### src/rtl/trap_ctrl_if.sv
// -----------------------------------------------------------------------------
// trap_ctrl_if
// Groups every non-clock/reset signal of trap_ctrl.
//   Commit side : inst_valid, inst_pc, inst_raw, excp_illegal/ebreak/ecall, mret,
//                 flush, stall
//   Interrupts  : irq_ext, irq_soft, irq_timer (level requests)
//   CSR read    : mstatus_rd_data, mie_rd_data, mtvec_rd_data, mepc_rd_data
//   CSR write   : excp_enter, mstatus_wr_ena, mstatus/mepc/mcause/mtval_wr_data
//   Fetch       : redirect_valid, redirect_pc, redirect_ready
// slave  modport : the trap controller's view.
// master modport : the surrounding pipeline / csrfile / fetch view.
// -----------------------------------------------------------------------------
interface trap_ctrl_if #(
  parameter int XLEN = 64
);
  logic            inst_valid;
  logic [XLEN-1:0] inst_pc;
  logic [31:0]     inst_raw;
  logic            excp_illegal;
  logic            excp_ebreak;
  logic            excp_ecall;
  logic            mret;
  logic            irq_ext;
  logic            irq_soft;
  logic            irq_timer;
  logic [XLEN-1:0] mstatus_rd_data;
  logic [XLEN-1:0] mie_rd_data;
  logic [XLEN-1:0] mtvec_rd_data;
  logic [XLEN-1:0] mepc_rd_data;
  logic            excp_enter;
  logic            mstatus_wr_ena;
  logic [XLEN-1:0] mstatus_wr_data;
  logic [XLEN-1:0] mepc_wr_data;
  logic [XLEN-1:0] mcause_wr_data;
  logic [XLEN-1:0] mtval_wr_data;
  logic            flush;
  logic            stall;
  logic            redirect_valid;
  logic [XLEN-1:0] redirect_pc;
  logic            redirect_ready;

  modport slave (
    input  inst_valid, inst_pc, inst_raw,
    input  excp_illegal, excp_ebreak, excp_ecall, mret,
    input  irq_ext, irq_soft, irq_timer,
    input  mstatus_rd_data, mie_rd_data, mtvec_rd_data, mepc_rd_data,
    output excp_enter, mstatus_wr_ena,
    output mstatus_wr_data, mepc_wr_data, mcause_wr_data, mtval_wr_data,
    output flush, stall,
    output redirect_valid, redirect_pc,
    input  redirect_ready
  );

  modport master (
    output inst_valid, inst_pc, inst_raw,
    output excp_illegal, excp_ebreak, excp_ecall, mret,
    output irq_ext, irq_soft, irq_timer,
    output mstatus_rd_data, mie_rd_data, mtvec_rd_data, mepc_rd_data,
    input  excp_enter, mstatus_wr_ena,
    input  mstatus_wr_data, mepc_wr_data, mcause_wr_data, mtval_wr_data,
    input  flush, stall,
    input  redirect_valid, redirect_pc,
    output redirect_ready
  );
endinterface

### src/rtl/trap_ctrl.sv
// -----------------------------------------------------------------------------
// trap_ctrl
// Machine-mode trap controller in front of csrfile. At commit it picks between
// enabled interrupts, synchronous exceptions and mret, kills the committing
// instruction, strobes the CSR side effects for one cycle and then holds a PC
// redirect to fetch until it is accepted. The pipeline is stalled throughout.
//
// Ports:
//   clk    - clock
//   rst    - synchronous, active-high reset
//   bus_io - trap_ctrl_if.slave (commit, interrupt, CSR and redirect signals)
// -----------------------------------------------------------------------------
module trap_ctrl #(
  parameter int XLEN = 64
) (
  input  logic       clk,
  input  logic       rst,
  trap_ctrl_if.slave bus_io
);

  typedef enum logic [1:0] {
    ST_IDLE = 2'd0,
    ST_TRAP = 2'd1,
    ST_MRET = 2'd2,
    ST_JUMP = 2'd3
  } state_e;

  localparam logic [3:0] CAUSE_EXT   = 4'd11;
  localparam logic [3:0] CAUSE_SOFT  = 4'd3;
  localparam logic [3:0] CAUSE_TIMER = 4'd7;
  localparam logic [3:0] CAUSE_ILL   = 4'd2;
  localparam logic [3:0] CAUSE_BRK   = 4'd3;
  localparam logic [3:0] CAUSE_ECALL = 4'd11;

  // MPIE <- MIE, MIE <- 0, MPP <- M; everything else untouched.
  function automatic logic [XLEN-1:0] mstatus_on_trap(input logic [XLEN-1:0] ms);
    logic [XLEN-1:0] r;
    r        = ms;
    r[7]     = ms[3];
    r[3]     = 1'b0;
    r[12:11] = 2'b11;
    return r;
  endfunction

  // MIE <- MPIE, MPIE <- 1, MPP <- M; everything else untouched.
  function automatic logic [XLEN-1:0] mstatus_on_mret(input logic [XLEN-1:0] ms);
    logic [XLEN-1:0] r;
    r        = ms;
    r[3]     = ms[7];
    r[7]     = 1'b1;
    r[12:11] = 2'b11;
    return r;
  endfunction

  state_e          state_q, state_d;
  logic [2:0]      irq_q;
  logic [2:0]      irq_en_s;
  logic            irq_pend_s;
  logic            take_s;
  logic            is_int_s;
  logic            do_mret_s;
  logic [3:0]      cause_s;
  logic [XLEN-1:0] mtval_s;
  logic [XLEN-1:0] tvec_base_s;
  logic [XLEN-1:0] trap_target_s;

  logic [XLEN-1:0] mstatus_wr_q, mstatus_wr_d;
  logic [XLEN-1:0] mepc_wr_q,    mepc_wr_d;
  logic [XLEN-1:0] mcause_wr_q,  mcause_wr_d;
  logic [XLEN-1:0] mtval_wr_q,   mtval_wr_d;
  logic [XLEN-1:0] redirect_pc_q, redirect_pc_d;

  logic            excp_enter_s;
  logic            mstatus_wr_ena_s;
  logic            redirect_valid_s;
  logic            stall_s;

  // Only MEIE/MSIE/MTIE of mie are consulted.
  logic            unused_mie_s;
  assign unused_mie_s = ^bus_io.mie_rd_data;

  // Interrupt pin sampler; keeps sampling in every state.
  always_ff @(posedge clk) begin
    if (rst) begin
      irq_q <= 3'b000;
    end else begin
      irq_q <= {bus_io.irq_ext, bus_io.irq_soft, bus_io.irq_timer};
    end
  end

  // Take decision: interrupts beat exceptions, exceptions beat mret; IDLE only.
  always_comb begin
    irq_en_s   = irq_q & {bus_io.mie_rd_data[11], bus_io.mie_rd_data[3], bus_io.mie_rd_data[7]};
    irq_pend_s = bus_io.mstatus_rd_data[3] & (irq_en_s != 3'b000);
    take_s     = 1'b0;
    is_int_s   = 1'b0;
    do_mret_s  = 1'b0;
    cause_s    = 4'd0;
    mtval_s    = {XLEN{1'b0}};
    if ((state_q == ST_IDLE) && bus_io.inst_valid) begin
      if (irq_pend_s) begin
        take_s   = 1'b1;
        is_int_s = 1'b1;
        if (irq_en_s[2]) begin
          cause_s = CAUSE_EXT;
        end else if (irq_en_s[1]) begin
          cause_s = CAUSE_SOFT;
        end else begin
          cause_s = CAUSE_TIMER;
        end
      end else if (bus_io.excp_illegal) begin
        take_s  = 1'b1;
        cause_s = CAUSE_ILL;
        mtval_s = {{(XLEN-32){1'b0}}, bus_io.inst_raw};
      end else if (bus_io.excp_ebreak) begin
        take_s  = 1'b1;
        cause_s = CAUSE_BRK;
        mtval_s = bus_io.inst_pc;
      end else if (bus_io.excp_ecall) begin
        take_s  = 1'b1;
        cause_s = CAUSE_ECALL;
      end else if (bus_io.mret) begin
        do_mret_s = 1'b1;
      end else begin
        take_s = 1'b0;
      end
    end else begin
      take_s = 1'b0;
    end
  end

  // Trap vector: vectored mode offsets interrupts only, by 4*cause.
  always_comb begin
    tvec_base_s = {bus_io.mtvec_rd_data[XLEN-1:2], 2'b00};
    if (is_int_s && (bus_io.mtvec_rd_data[1:0] == 2'b01)) begin
      trap_target_s = tvec_base_s + {{(XLEN-6){1'b0}}, cause_s, 2'b00};
    end else begin
      trap_target_s = tvec_base_s;
    end
  end

  // Snapshot of write data and target at the take cycle; held otherwise.
  always_comb begin
    mstatus_wr_d  = mstatus_wr_q;
    mepc_wr_d     = mepc_wr_q;
    mcause_wr_d   = mcause_wr_q;
    mtval_wr_d    = mtval_wr_q;
    redirect_pc_d = redirect_pc_q;
    if (take_s) begin
      mstatus_wr_d  = mstatus_on_trap(bus_io.mstatus_rd_data);
      mepc_wr_d     = bus_io.inst_pc;
      mcause_wr_d   = {is_int_s, {(XLEN-5){1'b0}}, cause_s};
      mtval_wr_d    = mtval_s;
      redirect_pc_d = trap_target_s;
    end else if (do_mret_s) begin
      mstatus_wr_d  = mstatus_on_mret(bus_io.mstatus_rd_data);
      redirect_pc_d = bus_io.mepc_rd_data;
    end else begin
      redirect_pc_d = redirect_pc_q;
    end
  end

  // Snapshot registers.
  always_ff @(posedge clk) begin
    if (rst) begin
      mstatus_wr_q  <= {XLEN{1'b0}};
      mepc_wr_q     <= {XLEN{1'b0}};
      mcause_wr_q   <= {XLEN{1'b0}};
      mtval_wr_q    <= {XLEN{1'b0}};
      redirect_pc_q <= {XLEN{1'b0}};
    end else begin
      mstatus_wr_q  <= mstatus_wr_d;
      mepc_wr_q     <= mepc_wr_d;
      mcause_wr_q   <= mcause_wr_d;
      mtval_wr_q    <= mtval_wr_d;
      redirect_pc_q <= redirect_pc_d;
    end
  end

  // FSM state register.
  always_ff @(posedge clk) begin
    if (rst) begin
      state_q <= ST_IDLE;
    end else begin
      state_q <= state_d;
    end
  end

  // FSM next-state logic.
  always_comb begin
    state_d = state_q;
    case (state_q)
      ST_IDLE: begin
        if (take_s) begin
          state_d = ST_TRAP;
        end else if (do_mret_s) begin
          state_d = ST_MRET;
        end else begin
          state_d = ST_IDLE;
        end
      end
      ST_TRAP: state_d = ST_JUMP;
      ST_MRET: state_d = ST_JUMP;
      ST_JUMP: begin
        if (bus_io.redirect_ready) begin
          state_d = ST_IDLE;
        end else begin
          state_d = ST_JUMP;
        end
      end
      default: state_d = ST_IDLE;
    endcase
  end

  // FSM outputs, decoded from the state register only.
  always_comb begin
    excp_enter_s     = 1'b0;
    mstatus_wr_ena_s = 1'b0;
    redirect_valid_s = 1'b0;
    stall_s          = 1'b1;
    case (state_q)
      ST_IDLE: stall_s = 1'b0;
      ST_TRAP: begin
        excp_enter_s     = 1'b1;
        mstatus_wr_ena_s = 1'b1;
      end
      ST_MRET: mstatus_wr_ena_s = 1'b1;
      ST_JUMP: redirect_valid_s = 1'b1;
      default: stall_s = 1'b0;
    endcase
  end

  assign bus_io.excp_enter      = excp_enter_s;
  assign bus_io.mstatus_wr_ena  = mstatus_wr_ena_s;
  assign bus_io.mstatus_wr_data = mstatus_wr_q;
  assign bus_io.mepc_wr_data    = mepc_wr_q;
  assign bus_io.mcause_wr_data  = mcause_wr_q;
  assign bus_io.mtval_wr_data   = mtval_wr_q;
  assign bus_io.redirect_valid  = redirect_valid_s;
  assign bus_io.redirect_pc     = redirect_pc_q;
  assign bus_io.stall           = stall_s;
  // Combinational kill so the committing instruction never retires.
  assign bus_io.flush           = take_s | do_mret_s;

endmodule

### src/flat_wrapper.sv
// flat-port wrapper written by rule: the top's interface ports become plain ports
module trap_ctrl_flat 
#(
  parameter int XLEN = 64
)
  (clk, rst, bus_io_inst_valid, bus_io_inst_pc, bus_io_inst_raw, bus_io_excp_illegal, bus_io_excp_ebreak, bus_io_excp_ecall, bus_io_mret, bus_io_irq_ext, bus_io_irq_soft, bus_io_irq_timer, bus_io_mstatus_rd_data, bus_io_mie_rd_data, bus_io_mtvec_rd_data, bus_io_mepc_rd_data, bus_io_excp_enter, bus_io_mstatus_wr_ena, bus_io_mstatus_wr_data, bus_io_mepc_wr_data, bus_io_mcause_wr_data, bus_io_mtval_wr_data, bus_io_flush, bus_io_stall, bus_io_redirect_valid, bus_io_redirect_pc, bus_io_redirect_ready);
  trap_ctrl_if #(.XLEN(XLEN)) bus_io_i ();
  input  logic clk;
  input  logic rst;
  input wire logic [$bits(bus_io_i.inst_valid)-1:0] bus_io_inst_valid;
  input wire logic [$bits(bus_io_i.inst_pc)-1:0] bus_io_inst_pc;
  input wire logic [$bits(bus_io_i.inst_raw)-1:0] bus_io_inst_raw;
  input wire logic [$bits(bus_io_i.excp_illegal)-1:0] bus_io_excp_illegal;
  input wire logic [$bits(bus_io_i.excp_ebreak)-1:0] bus_io_excp_ebreak;
  input wire logic [$bits(bus_io_i.excp_ecall)-1:0] bus_io_excp_ecall;
  input wire logic [$bits(bus_io_i.mret)-1:0] bus_io_mret;
  input wire logic [$bits(bus_io_i.irq_ext)-1:0] bus_io_irq_ext;
  input wire logic [$bits(bus_io_i.irq_soft)-1:0] bus_io_irq_soft;
  input wire logic [$bits(bus_io_i.irq_timer)-1:0] bus_io_irq_timer;
  input wire logic [$bits(bus_io_i.mstatus_rd_data)-1:0] bus_io_mstatus_rd_data;
  input wire logic [$bits(bus_io_i.mie_rd_data)-1:0] bus_io_mie_rd_data;
  input wire logic [$bits(bus_io_i.mtvec_rd_data)-1:0] bus_io_mtvec_rd_data;
  input wire logic [$bits(bus_io_i.mepc_rd_data)-1:0] bus_io_mepc_rd_data;
  output wire logic [$bits(bus_io_i.excp_enter)-1:0] bus_io_excp_enter;
  output wire logic [$bits(bus_io_i.mstatus_wr_ena)-1:0] bus_io_mstatus_wr_ena;
  output wire logic [$bits(bus_io_i.mstatus_wr_data)-1:0] bus_io_mstatus_wr_data;
  output wire logic [$bits(bus_io_i.mepc_wr_data)-1:0] bus_io_mepc_wr_data;
  output wire logic [$bits(bus_io_i.mcause_wr_data)-1:0] bus_io_mcause_wr_data;
  output wire logic [$bits(bus_io_i.mtval_wr_data)-1:0] bus_io_mtval_wr_data;
  output wire logic [$bits(bus_io_i.flush)-1:0] bus_io_flush;
  output wire logic [$bits(bus_io_i.stall)-1:0] bus_io_stall;
  output wire logic [$bits(bus_io_i.redirect_valid)-1:0] bus_io_redirect_valid;
  output wire logic [$bits(bus_io_i.redirect_pc)-1:0] bus_io_redirect_pc;
  input wire logic [$bits(bus_io_i.redirect_ready)-1:0] bus_io_redirect_ready;
  assign bus_io_i.inst_valid = bus_io_inst_valid;
  assign bus_io_i.inst_pc = bus_io_inst_pc;
  assign bus_io_i.inst_raw = bus_io_inst_raw;
  assign bus_io_i.excp_illegal = bus_io_excp_illegal;
  assign bus_io_i.excp_ebreak = bus_io_excp_ebreak;
  assign bus_io_i.excp_ecall = bus_io_excp_ecall;
  assign bus_io_i.mret = bus_io_mret;
  assign bus_io_i.irq_ext = bus_io_irq_ext;
  assign bus_io_i.irq_soft = bus_io_irq_soft;
  assign bus_io_i.irq_timer = bus_io_irq_timer;
  assign bus_io_i.mstatus_rd_data = bus_io_mstatus_rd_data;
  assign bus_io_i.mie_rd_data = bus_io_mie_rd_data;
  assign bus_io_i.mtvec_rd_data = bus_io_mtvec_rd_data;
  assign bus_io_i.mepc_rd_data = bus_io_mepc_rd_data;
  assign bus_io_excp_enter = bus_io_i.excp_enter;
  assign bus_io_mstatus_wr_ena = bus_io_i.mstatus_wr_ena;
  assign bus_io_mstatus_wr_data = bus_io_i.mstatus_wr_data;
  assign bus_io_mepc_wr_data = bus_io_i.mepc_wr_data;
  assign bus_io_mcause_wr_data = bus_io_i.mcause_wr_data;
  assign bus_io_mtval_wr_data = bus_io_i.mtval_wr_data;
  assign bus_io_flush = bus_io_i.flush;
  assign bus_io_stall = bus_io_i.stall;
  assign bus_io_redirect_valid = bus_io_i.redirect_valid;
  assign bus_io_redirect_pc = bus_io_i.redirect_pc;
  assign bus_io_i.redirect_ready = bus_io_redirect_ready;
  trap_ctrl #(.XLEN(XLEN)) u_core (.clk(clk), .rst(rst), .bus_io(bus_io_i));
endmodule
### config.mk
export PLATFORM = sky130hd
export DESIGN_NAME = trap_ctrl_flat
export DESIGN_NICKNAME = d
export VERILOG_FILES = /design/src/rtl/trap_ctrl_if.sv /design/src/rtl/trap_ctrl.sv /design/src/flat_wrapper.sv
export SDC_FILE = /design/constraint.sdc
export NUM_CORES = 1
export LEC_CHECK = 0
export ABC_CLOCK_PERIOD_IN_PS = 6000
export BUFFER_PORTS_ARGS = -buffer_cell sky130_fd_sc_hd__buf_2
export CORE_AREA = 3 3 270 272
export DETAILED_ROUTE_END_ITERATION = 7
export DIE_AREA = 0 0 273 275
export SLEW_MARGIN = 40
export SYNTH_ARGS = -nofsm -noshare
export SYNTH_HDL_FRONTEND = slang
export SYNTH_SLANG_ARGS = --single-unit
export TNS_END_PERCENT = 1
### constraint.sdc
create_clock -name clk -period 6 [get_ports clk]
set_clock_uncertainty 0.1 [all_clocks]
set_input_delay 1.8 -clock clk [delete_from_list [all_inputs] [get_ports clk]]
set_output_delay 1.8 -clock clk [all_outputs]
set_load 0.05 [all_outputs]
==> flow_summary.ini, run 1 <==
[run_status]
outcome = finished clean

[yosys]
syn_area_um2 = 11600
synth.area.top_cells = dfxtp_1 46%, nand2_1 12%, a21oi_1 7.5%
synth_top_cell_area_share = 0.457
ys_ff_latch = 265
synth_edf_count = 0
syn_inst = 1440
yosys.area.top_type = dfxtp_1
ys.warnings.count = 0
ys_types = 54
synth.avg_cell_area_um2 = 8.06
synthFlopType = dfxtp_1
seq_area_frac_synth = 0.457
synthArstFlopShare = 0

[placed_design]
dp_hpwl_um = 40500
post-place-ws_ns = 0.339
port_buffers = 565
gp_congestion = 0.818
dpl.cell_count = 2878

[clocking]
cts-root-buf = clkbuf_16
ctsResizeCount = 0
hold_buffers = 0
post_cts_buffers = 0
clk_pin_slew_worst_paths_ns = 0.06
cts_tree = yes
worstSkewPairLatency_ns = 0.58
clock_sinks = 265
numCtsBuffers = 31
htreeDepth = 1
cts_buffer_depth = 3

[worst_setup_path]
timing.rr.end = u_core.bus_io.redirect_pc[40]
rr_startpoint = u_core.irq_q[2]
crit_arrival_ns = 3.55
start_kind = input pin
critPathCaptureType = output pin
required_ns = 4.10
cp_max_fo = 6
path_class = input pin to output pin
r2r_setup_slack_ns = 1.87
r2r_cells = 13

[timing]
post-route-period-util = 0.908
relSlewSlack = 0.496
hold_violations = 0
setup_ws_ns = 0.553
setup_violations = 0
final-max-slew-violation-count = 0
fmax_mhz = 184
tightestPinTransition_ns = 0.756
rsz0062_at_grt = no
fin_tns_setup_ns = 0
holdWs_ns = 0.346
fin_crit_ns = 5.45

[grt]
groute.usage.overall = 0.131
antenna_found_initial = 16
grt_max_degree = 109
overflow = 0
grt_pass1_vias = 11300
grt_pass1_wl_um = 74800

[route]
routed_wl_um = 53600
drt_first_iter_violations = 730
avgViaCountPerCell = 4.10
final_antenna_net_count = 0
vias = 12000
drcViolationCount = 0
wire_per_inst_um = 18.3
first_pass_iters = 7

[die]
ioPinCount = 688
die_h_um = 275
die_w_um = 273
core.rowCount = 98
start_util = 0.164
core_um2 = 71000
dieArea_um2 = 75100

[job]
maxCapViolations = 0

[pwr]
vdd_drop_max_v = 0.000224
powerDensity_nw_per_um2 = 416
p_total_mw = 6.79
p_leak_nw = 7.19

[min_path]
hp-class = flip-flop to flip-flop
min_path_cells = 2
worstHoldEndpoint = u_core.bus_io.mtval_wr_data[8]
worstHoldStart = u_core.bus_io.mtval_wr_data[8]

[cells_and_area]
layoutNonFillerInstCount = 2934
final_cell_mix = 564 x buf_2, 367 x nand2_1, 265 x dfxtp_1, 174 x a21oi_1, 77 x nor2_1
drive_gt1_frac = 0.338
finalNetCount = 2333
final_common_cell = buf_2
area_growth_pct = 40.5
critical path: stages:
cell	delay (ns)
buf_2	0.12
a222oi_1	0.47
buf_4	0.25
o21ai_1	0.21
o21ai_4	0.38
inv_2	0.09
buf_2	0.22
cells in the mapped netlist, types with 21 or more instances:
cell type,n
nand2_1,368
dfxtp_1,265
a21oi_1,174
nor2_1,79
clkbuf_1,73
buf_4,61
a22oi_1,42
xnor2_1,38
o22ai_1,37
o21ai_0,36
a22o_1,31
nand3_1,24
nand4_1,21
cell type report:
class / instances / area, um^2
Antenna cell: 3 / 7.51
Multi-Input combinational cell: 1057 / 5660
Timing Repair Buffer: 590 / 3080
Fill cell: 7875 / 54700
Clock buffer: 42 / 867
Inverter: 16 / 62.6
Sequential cell: 265 / 5310
Clock inverter: 11 / 144
Tap cell: 950 / 1190
per-layer routing:
| layer | GRT usage | vias up | part of all wire |
|---|---|---|---|
| met3 | 0.0445 | 74 | 0.096 |
| li1 | - | 5894 | - |
| met2 | 0.213 | 463 | 0.46 |
| met5 | 0 | - | 0.0017 |
| met4 | 0.0372 | 16 | 0.022 |
| met1 | 0.166 | 5597 | 0.42 |
report_power, final:
| part | switching [mW] | total [mW] | internal (mW) |
|---|---|---|---|
| Combinational | 2.09 | 2.68 | 0.591 |
| Clock | 0.792 | 1.92 | 1.13 |
| Sequential | 0.143 | 2.19 | 2.05 |
| Total | 3.02 | 6.79 | 3.77 |
metrics by stage:
| stage | area, um^2 | util |
|---|---|---|
| after global placement | 15300 | 0.215 |
| final | 16300 | 0.230 |
| after detailed placement | 15300 | 0.215 |
| after global routing | 16300 | 0.230 |
| after CTS | 16300 | 0.230 |
| after floorplan | 11800 | - |
cell families (layout without fill, tap and decap cells):
| logic type | Yosys count | after routing | share of synthesized area |
|---|---|---|---|
| compound gates | 362 | 362 | 0.193 |
| other cells | 1 | 62 | 0.000323 |
| mux | 2 | 2 | 0.00172 |
| fa+ha+maj | 9 | 9 | 0.0103 |
| flops | 265 | 265 | 0.457 |
| simple gates | 569 | 569 | 0.217 |
| xor+xnor | 56 | 56 | 0.0422 |
| buf+inv | 176 | 659 | 0.0785 |
worst max-delay path by stage:
| stage | startpoint | to | slack [ns] | cells past startpoint |
|---|---|---|---|---|
| 2_1_floorplan | bus_io_excp_ebreak | u_core.bus_io.redirect_pc[44] | 0.88 | 14 |
| 3_3_place_gp | bus_io_mie_rd_data[11] | u_core.bus_io.redirect_pc[35] | 0.37 | 10 |
| 3_5_place_dp | bus_io_mie_rd_data[11] | u_core.bus_io.redirect_pc[52] | 0.34 | 14 |
| 4_1_cts | bus_io_excp_illegal | bus_io_flush | 0.44 | 6 |
| 5_1_grt | bus_io_mie_rd_data[11] | bus_io_flush | 0.38 | 7 |
| 6_report | bus_io_mie_rd_data[11] | bus_io_flush | 0.55 | 7 |
sequential cells by signal, summed over array words and instances (netlist names):
register and cells:
u_core.bus_io.mcause_wr_data 5, u_core.bus_io.mepc_wr_data 64, u_core.bus_io.mstatus_wr_data 63, u_core.bus_io.mtval_wr_data 64, u_core.bus_io.redirect_pc 64, u_core.irq_q 3
u_core.state_q 2
Power figures use the tool's default switching activity.
==> run 2: changes to the inputs <==
--- a/config.mk
+++ b/config.mk
@@ -5,11 +5,13 @@
 export SDC_FILE = /design/constraint.sdc
 export NUM_CORES = 1
 export LEC_CHECK = 0
+export ABC_AREA = 1
 export ABC_CLOCK_PERIOD_IN_PS = 6000
 export BUFFER_PORTS_ARGS = -buffer_cell sky130_fd_sc_hd__buf_2
-export CORE_AREA = 3 3 270 272
+export CORE_AREA = 3 3 265 267
+export CTS_CLUSTER_SIZE = 25
 export DETAILED_ROUTE_END_ITERATION = 7
-export DIE_AREA = 0 0 273 275
+export DIE_AREA = 0 0 268 270
 export SLEW_MARGIN = 40
 export SYNTH_ARGS = -nofsm -noshare
 export SYNTH_HDL_FRONTEND = slang
==> run 2 against run 1 <==
  * Die area decreased by 3.6%
  * Cell area increased by 9.9%
  * Sequential cell count unchanged
  * Cell count increased by 17%
  * Wire length increased by 9.8%
  * First-iteration DRC count increased by 35%
  * Register-to-register slack improved by 0.35 ns
  * Combinational power decreased by 45%
  * Non-clock buffer count decreased by 5
  * Count of clock-buffer cells in the layout increased by 8
  * Synthesized cell count increased by 40%
  * Critical path type unchanged
==> flow_summary.ini, run 2 <==
[run_status]
outcome = finished clean

[placed_design]
dp_hpwl_um = 45200
dpl.cell_count = 3365
gp_congestion = 0.940
port_buffers = 565

[die]
ioPinCount = 688
core_um2 = 68300
dieArea_um2 = 72400
core.rowCount = 96
die_h_um = 270
die_w_um = 268
start_util = 0.196

[worst_setup_path]
required_ns = 4.10
cp_max_fo = 13
r2r_cells = 20
crit_arrival_ns = 3.27
cp_top_family = simple AND/OR/NAND/NOR gates
cp_slowest_cell = nand3_1
critPathBufInv = 2
crit_top_cell = nand2_2
critPathMaxStageDelay_ns = 0.35
path_depth = 8
critical_path.cell_chain = buf_2, nand2_2, nand3_2, nand2_2, nand3_1, nand2_8, nand2_2, buf_2
path_class = input pin to output pin
start_kind = input pin
critPathCaptureType = output pin

[timing]
holdWs_ns = 0.356
fin_tns_setup_ns = 0
fmax_mhz = 193
tightestPinTransition_ns = 0.832
hold_violations = 0
setup_violations = 0
relSlewSlack = 0.446
fin_crit_ns = 5.17
post-route-period-util = 0.862
rsz0062_at_grt = no
final-max-slew-violation-count = 0

[yosys]
ys_ff_latch = 265
synth_edf_count = 0
yosysMostFrequentCell = nand2_1
ys.warnings.count = 0
seq_area_frac_synth = 0.396
synth_top_cell_area_share = 0.396
syn_inst = 2019
ys_types = 44
synth.avg_cell_area_um2 = 6.64
synth_common_cells = 572 x nand2_1, 302 x nor2_1, 265 x dfxtp_1
synth.area.top_cells = dfxtp_1 40%, nand2_1 16%, nor2_1 8.5%
syn_area_um2 = 13400
synthFlopType = dfxtp_1
yosys.area.top_type = dfxtp_1
synthArstFlopShare = 0

[route]
vias = 14900
routed_wl_um = 58900
wire_per_inst_um = 17.2
drcViolationCount = 0
avgViaCountPerCell = 4.35
drt_first_iter_violations = 982
final_antenna_net_count = 0
first_pass_iters = 5

[cells_and_area]
final_cell_mix = 571 x nand2_1, 564 x buf_2, 301 x nor2_1, 265 x dfxtp_1, 223 x nand3_1
multi_input_area_um2 = 6990
finalNetCount = 2891
regArea_um2 = 5310
drive_gt1_frac = 0.270
layoutNonFillerInstCount = 3430
area_growth_pct = 33.7
final_core_util = 0.262
final_common_cell = nand2_1
final.fill_count = 7710

[clocking]
ctsResizeCount = 0
numCtsBuffers = 34
cts-root-buf = clkbuf_16
cts_buffer_depth = 3
clock_sinks = 265
htreeDepth = 2
post_cts_buffers = 0
clk_pin_slew_worst_paths_ns = 0.05
cts_tree = yes
worstSkewPairLatency_ns = 0.53
hold_buffers = 0

[grt]
grt_pass1_vias = 13900
groute.usage.overall = 0.156
grt_max_degree = 101
grt_pass1_wl_um = 86600
antenna_found_initial = 8
overflow = 0

[min_path]
hp-class = flip-flop to flip-flop
min_path_cells = 2

[job]
maxCapViolations = 0

[pwr]
p_total_mw = 5.55
powerDensity_nw_per_um2 = 310
p_leak_nw = 8.72
vdd_drop_max_v = 0.000244
==> run 2: cell count changes after synthesis, moves of 16 or more <==
cell | before | now
nor2_1 | 79 | 302
nand2_1 | 368 | 572
nand3_1 | 24 | 223
o21ai_0 | 36 | 149
a21oi_1 | 174 | 100
inv_1 | 15 | 81
a22oi_1 | 42 | 0
o22ai_1 | 37 | 0
a22o_1 | 31 | 2
xnor2_1 | 38 | 15
buf_2 | 18 | 40
a31oi_1 | 1 | 17
==> run 2: layout make-up <==
cell class,count,share of cell area
repair buffers,585,0.169
diodes,4,0.000559
inverters,91,0.0198
clock inverters,11,0.00775
flip-flops and latches,265,0.296
clock buffers,50,0.0553
multi-input cells,1542,0.390
well taps,882,0.0616
==> run 2: metrics by stage <==
step	setup WS, ns	cell area (um^2)
floorplan	1.29	13600
CTS	0.680	17900
detailed placement	0.685	16800
global placement	0.709	16800
finish	0.831	17900
global route	0.673	17900
==> run 2: worst min-delay path, delay by kind of cell (launching register included) <==
| family | cells | cell delay (ns) |
|---|---|---|
| simple gates | 1 | 0.06 |
| compound gates | 1 | 0.05 |
| flops | 1 | 0.30 |
==> run 2: cells by family after synthesis <==
group / synth area share
other cells: 0.000280
xor+xnor: 0.0203
fa+ha+maj: 0.00896
flops: 0.396
simple gates: 0.366
buf+inv: 0.101
compound gates: 0.107
==> run 2: path summary, 6_finish.rpt <==
kind | endpoint | slack, ns | startpoint
max | bus_io_flush | 0.83 | bus_io_mie_rd_data[11]
min | u_core.bus_io.redirect_pc[1] | 0.36 | u_core.bus_io.redirect_pc[1]
max reg2reg | u_core.bus_io.redirect_pc[58] | 2.22 | u_core.state_q[0]
min reg2reg | u_core.bus_io.redirect_pc[1] | 0.36 | u_core.bus_io.redirect_pc[1]
==> run 2: report_power, final <==
| part | internal [mW] | switching, mW | total [mW] |
|---|---|---|---|
| clock network | 1.24 | 0.845 | 2.09 |
| logic | 0.333 | 1.15 | 1.48 |
| registers | 1.91 | 0.0700 | 1.98 |
==> run 2: per-layer routing <==
| layer | share of wire | up-vias | wire [um] | GRT usage |
|---|---|---|---|---|
| met5 | 0.00059 | - | 35 | 0 |
| met2 | 0.46 | 585 | 26900 | 0.252 |
| met3 | 0.088 | 112 | 5190 | 0.0410 |
| met1 | 0.42 | 6828 | 24500 | 0.197 |
| met4 | 0.039 | 6 | 2320 | 0.0608 |
| li1 | - | 7388 | - | - |
==> run 3: changes to the inputs <==
--- a/config.mk
+++ b/config.mk
@@ -12,7 +12,7 @@
 export CTS_CLUSTER_SIZE = 25
 export DETAILED_ROUTE_END_ITERATION = 7
 export DIE_AREA = 0 0 268 270
-export SLEW_MARGIN = 40
+export RECOVER_POWER = 50
 export SYNTH_ARGS = -nofsm -noshare
 export SYNTH_HDL_FRONTEND = slang
 export SYNTH_SLANG_ARGS = --single-unit
==> run 3 against run 2 <==
  * Clock power is essentially flat
  * The flow now finishes with violations (max-capacitance violations, max-slew violations)
  * Critical path type unchanged
  * Power is 0.88% lower
  * Die area unchanged
  * Cell count hardly changed
  * Critical endpoint unchanged
==> flow_summary.ini, run 3 (synthesis results as in run 2) <==
[run_status]
outcome = finished, violations left
violations = max-capacitance violations, max-slew violations

[die]
die_w_um = 268
die_h_um = 270
core.rowCount = 96
dieArea_um2 = 72400
start_util = 0.196
ioPinCount = 688
core_um2 = 68300

[cells_and_area]
multi_input_area_um2 = 6990
area_growth_pct = 30.9
final_common_cell = nand2_1
drive_gt1_frac = 0.166
finalNetCount = 2890
final_area_um2 = 17600
final.fill_count = 7801
final_cell_mix = 571 x nand2_1, 302 x buf_2, 301 x nor2_1, 270 x clkbuf_1, 265 x dfxtp_1
layoutNonFillerInstCount = 3427
regArea_um2 = 5310

[clocking]
cts_tree = yes
hold_buffers = 0
cts-root-buf = clkbuf_16
worstSkewPairLatency_ns = 0.53
cts_buffer_depth = 3
clk_pin_slew_worst_paths_ns = 0.05
htreeDepth = 2
post_cts_buffers = 0
numCtsBuffers = 34
clock_sinks = 265
ctsResizeCount = 0

[worst_setup_path]
crit_arrival_ns = 3.27
path_class = input pin to output pin
r2r_setup_slack_ns = 2.21
cp_max_fo = 15
start_kind = input pin
critPathCaptureType = output pin
required_ns = 4.10

[timing]
final-max-slew-violation-count = 43
post-route-period-util = 0.861
relSlewSlack = -0.658
fin_tns_setup_ns = 0
setup_violations = 0
fmax_mhz = 193
hold_violations = 0
fin_crit_ns = 5.17
setup_ws_ns = 0.832
rsz0062_at_grt = no
tightestPinTransition_ns = 2.49

[pwr]
p_leak_nw = 7.69
p_switching_mw = 2.06
seq_power_share = 0.361
vdd_drop_max_v = 0.000309
intPower_mw = 3.44
clockPowerShare = 0.377
switching_share = 0.374
combPwrFrac = 0.262
powerDensity_nw_per_um2 = 313

[grt]
grt_pass1_wl_um = 87000
overflow = 0
grt_pass1_vias = 14000
antenna_found_initial = 8
groute.usage.overall = 0.156
grt_max_degree = 101

[min_path]
hp-class = flip-flop to flip-flop

[route]
drt_first_iter_violations = 897
drcViolationCount = 0
avgViaCountPerCell = 4.34
wire_per_inst_um = 17.2
first_pass_iters = 5
final_antenna_net_count = 0
routed_wl_um = 58900
vias = 14900

[placed_design]
gp_congestion = 0.940
dpl-instance-area_um2 = 16800
port_buffers = 565
dpl.cell_count = 3364
post-place-ws_ns = 0.698
dp_hpwl_um = 45100

[job]
maxCapViolations = 1
## run 3: cell count changes in the layout (fill, tap and decap cells not counted)
cell / before / now
inv_6: 5 / 3
clkbuf_8: 8 / 5
buf_8: 1 / 0
clkinv_4: 0 / 1
clkbuf_1: 8 / 270
buf_4: 15 / 16
buf_2: 564 / 302
clkinvlp_4: 3 / 1
clkinv_2: 3 / 8
diode_2: 4 / 3
bufinv_16: 2 / 3
buf_6: 2 / 0
## run 3: routing by layer
| layer | up-vias | global-route usage | share of wire | wire length [um] |
|---|---|---|---|---|
| li1 | 7396 | - | - | - |
| met1 | 6742 | 0.198 | 0.42 | 24500 |
| met2 | 615 | 0.255 | 0.46 | 27200 |
| met3 | 102 | 0.0393 | 0.084 | 4940 |
| met4 | 2 | 0.0598 | 0.038 | 2220 |
| met5 | - | 0 | 0.00022 | 13 |
## run 3: worst max-delay path: stages
cell and delay [ns]:
buf_2 0.10, nand2_1 0.18, clkinv_2 0.33, nand2_1 0.46, nand2_2 0.14, buf_2 0.25
## run 3: worst paths after layout
check,start,endpoint,cells past startpoint
setup / recovery,bus_io_inst_valid,bus_io_flush,6
setup reg to reg,u_core.state_q[0],u_core.bus_io.redirect_pc[58],20
hold / removal,u_core.bus_io.redirect_pc[1],u_core.bus_io.redirect_pc[1],2
hold reg to reg,u_core.bus_io.redirect_pc[1],u_core.bus_io.redirect_pc[1],2
## run 3: layout make-up
class | instances | area share
Tap cell | 882 | 0.0629
Sequential cell | 265 | 0.302
Clock inverter | 14 | 0.00970
Timing Repair Buffer | 584 | 0.153
Multi-Input combinational cell | 1542 | 0.398
Inverter | 91 | 0.0202
Clock buffer | 46 | 0.0539
Antenna cell | 3 | 0.000428
## run 3: through the flow
stage	utilization	hold WS (ns)	power, mW
after floorplan	-	0.500	3.09
after global placement	0.245	0.345	3.50
after detailed placement	0.245	0.349	3.51
after CTS	0.262	0.358	5.63
after global routing	0.257	0.381	5.77
final	0.257	0.359	5.50
## run 3: power groups by stage
stage	sequential [mW]	clock (mW)	combinational (mW)
6_report	1.98	2.08	1.44
3_3_place_gp	2.01	0	1.49
5_1_grt	2.00	2.22	1.55
2_1_floorplan	2.53	0	0.561
4_1_cts	1.98	2.16	1.50
3_5_place_dp	2.02	0	1.49
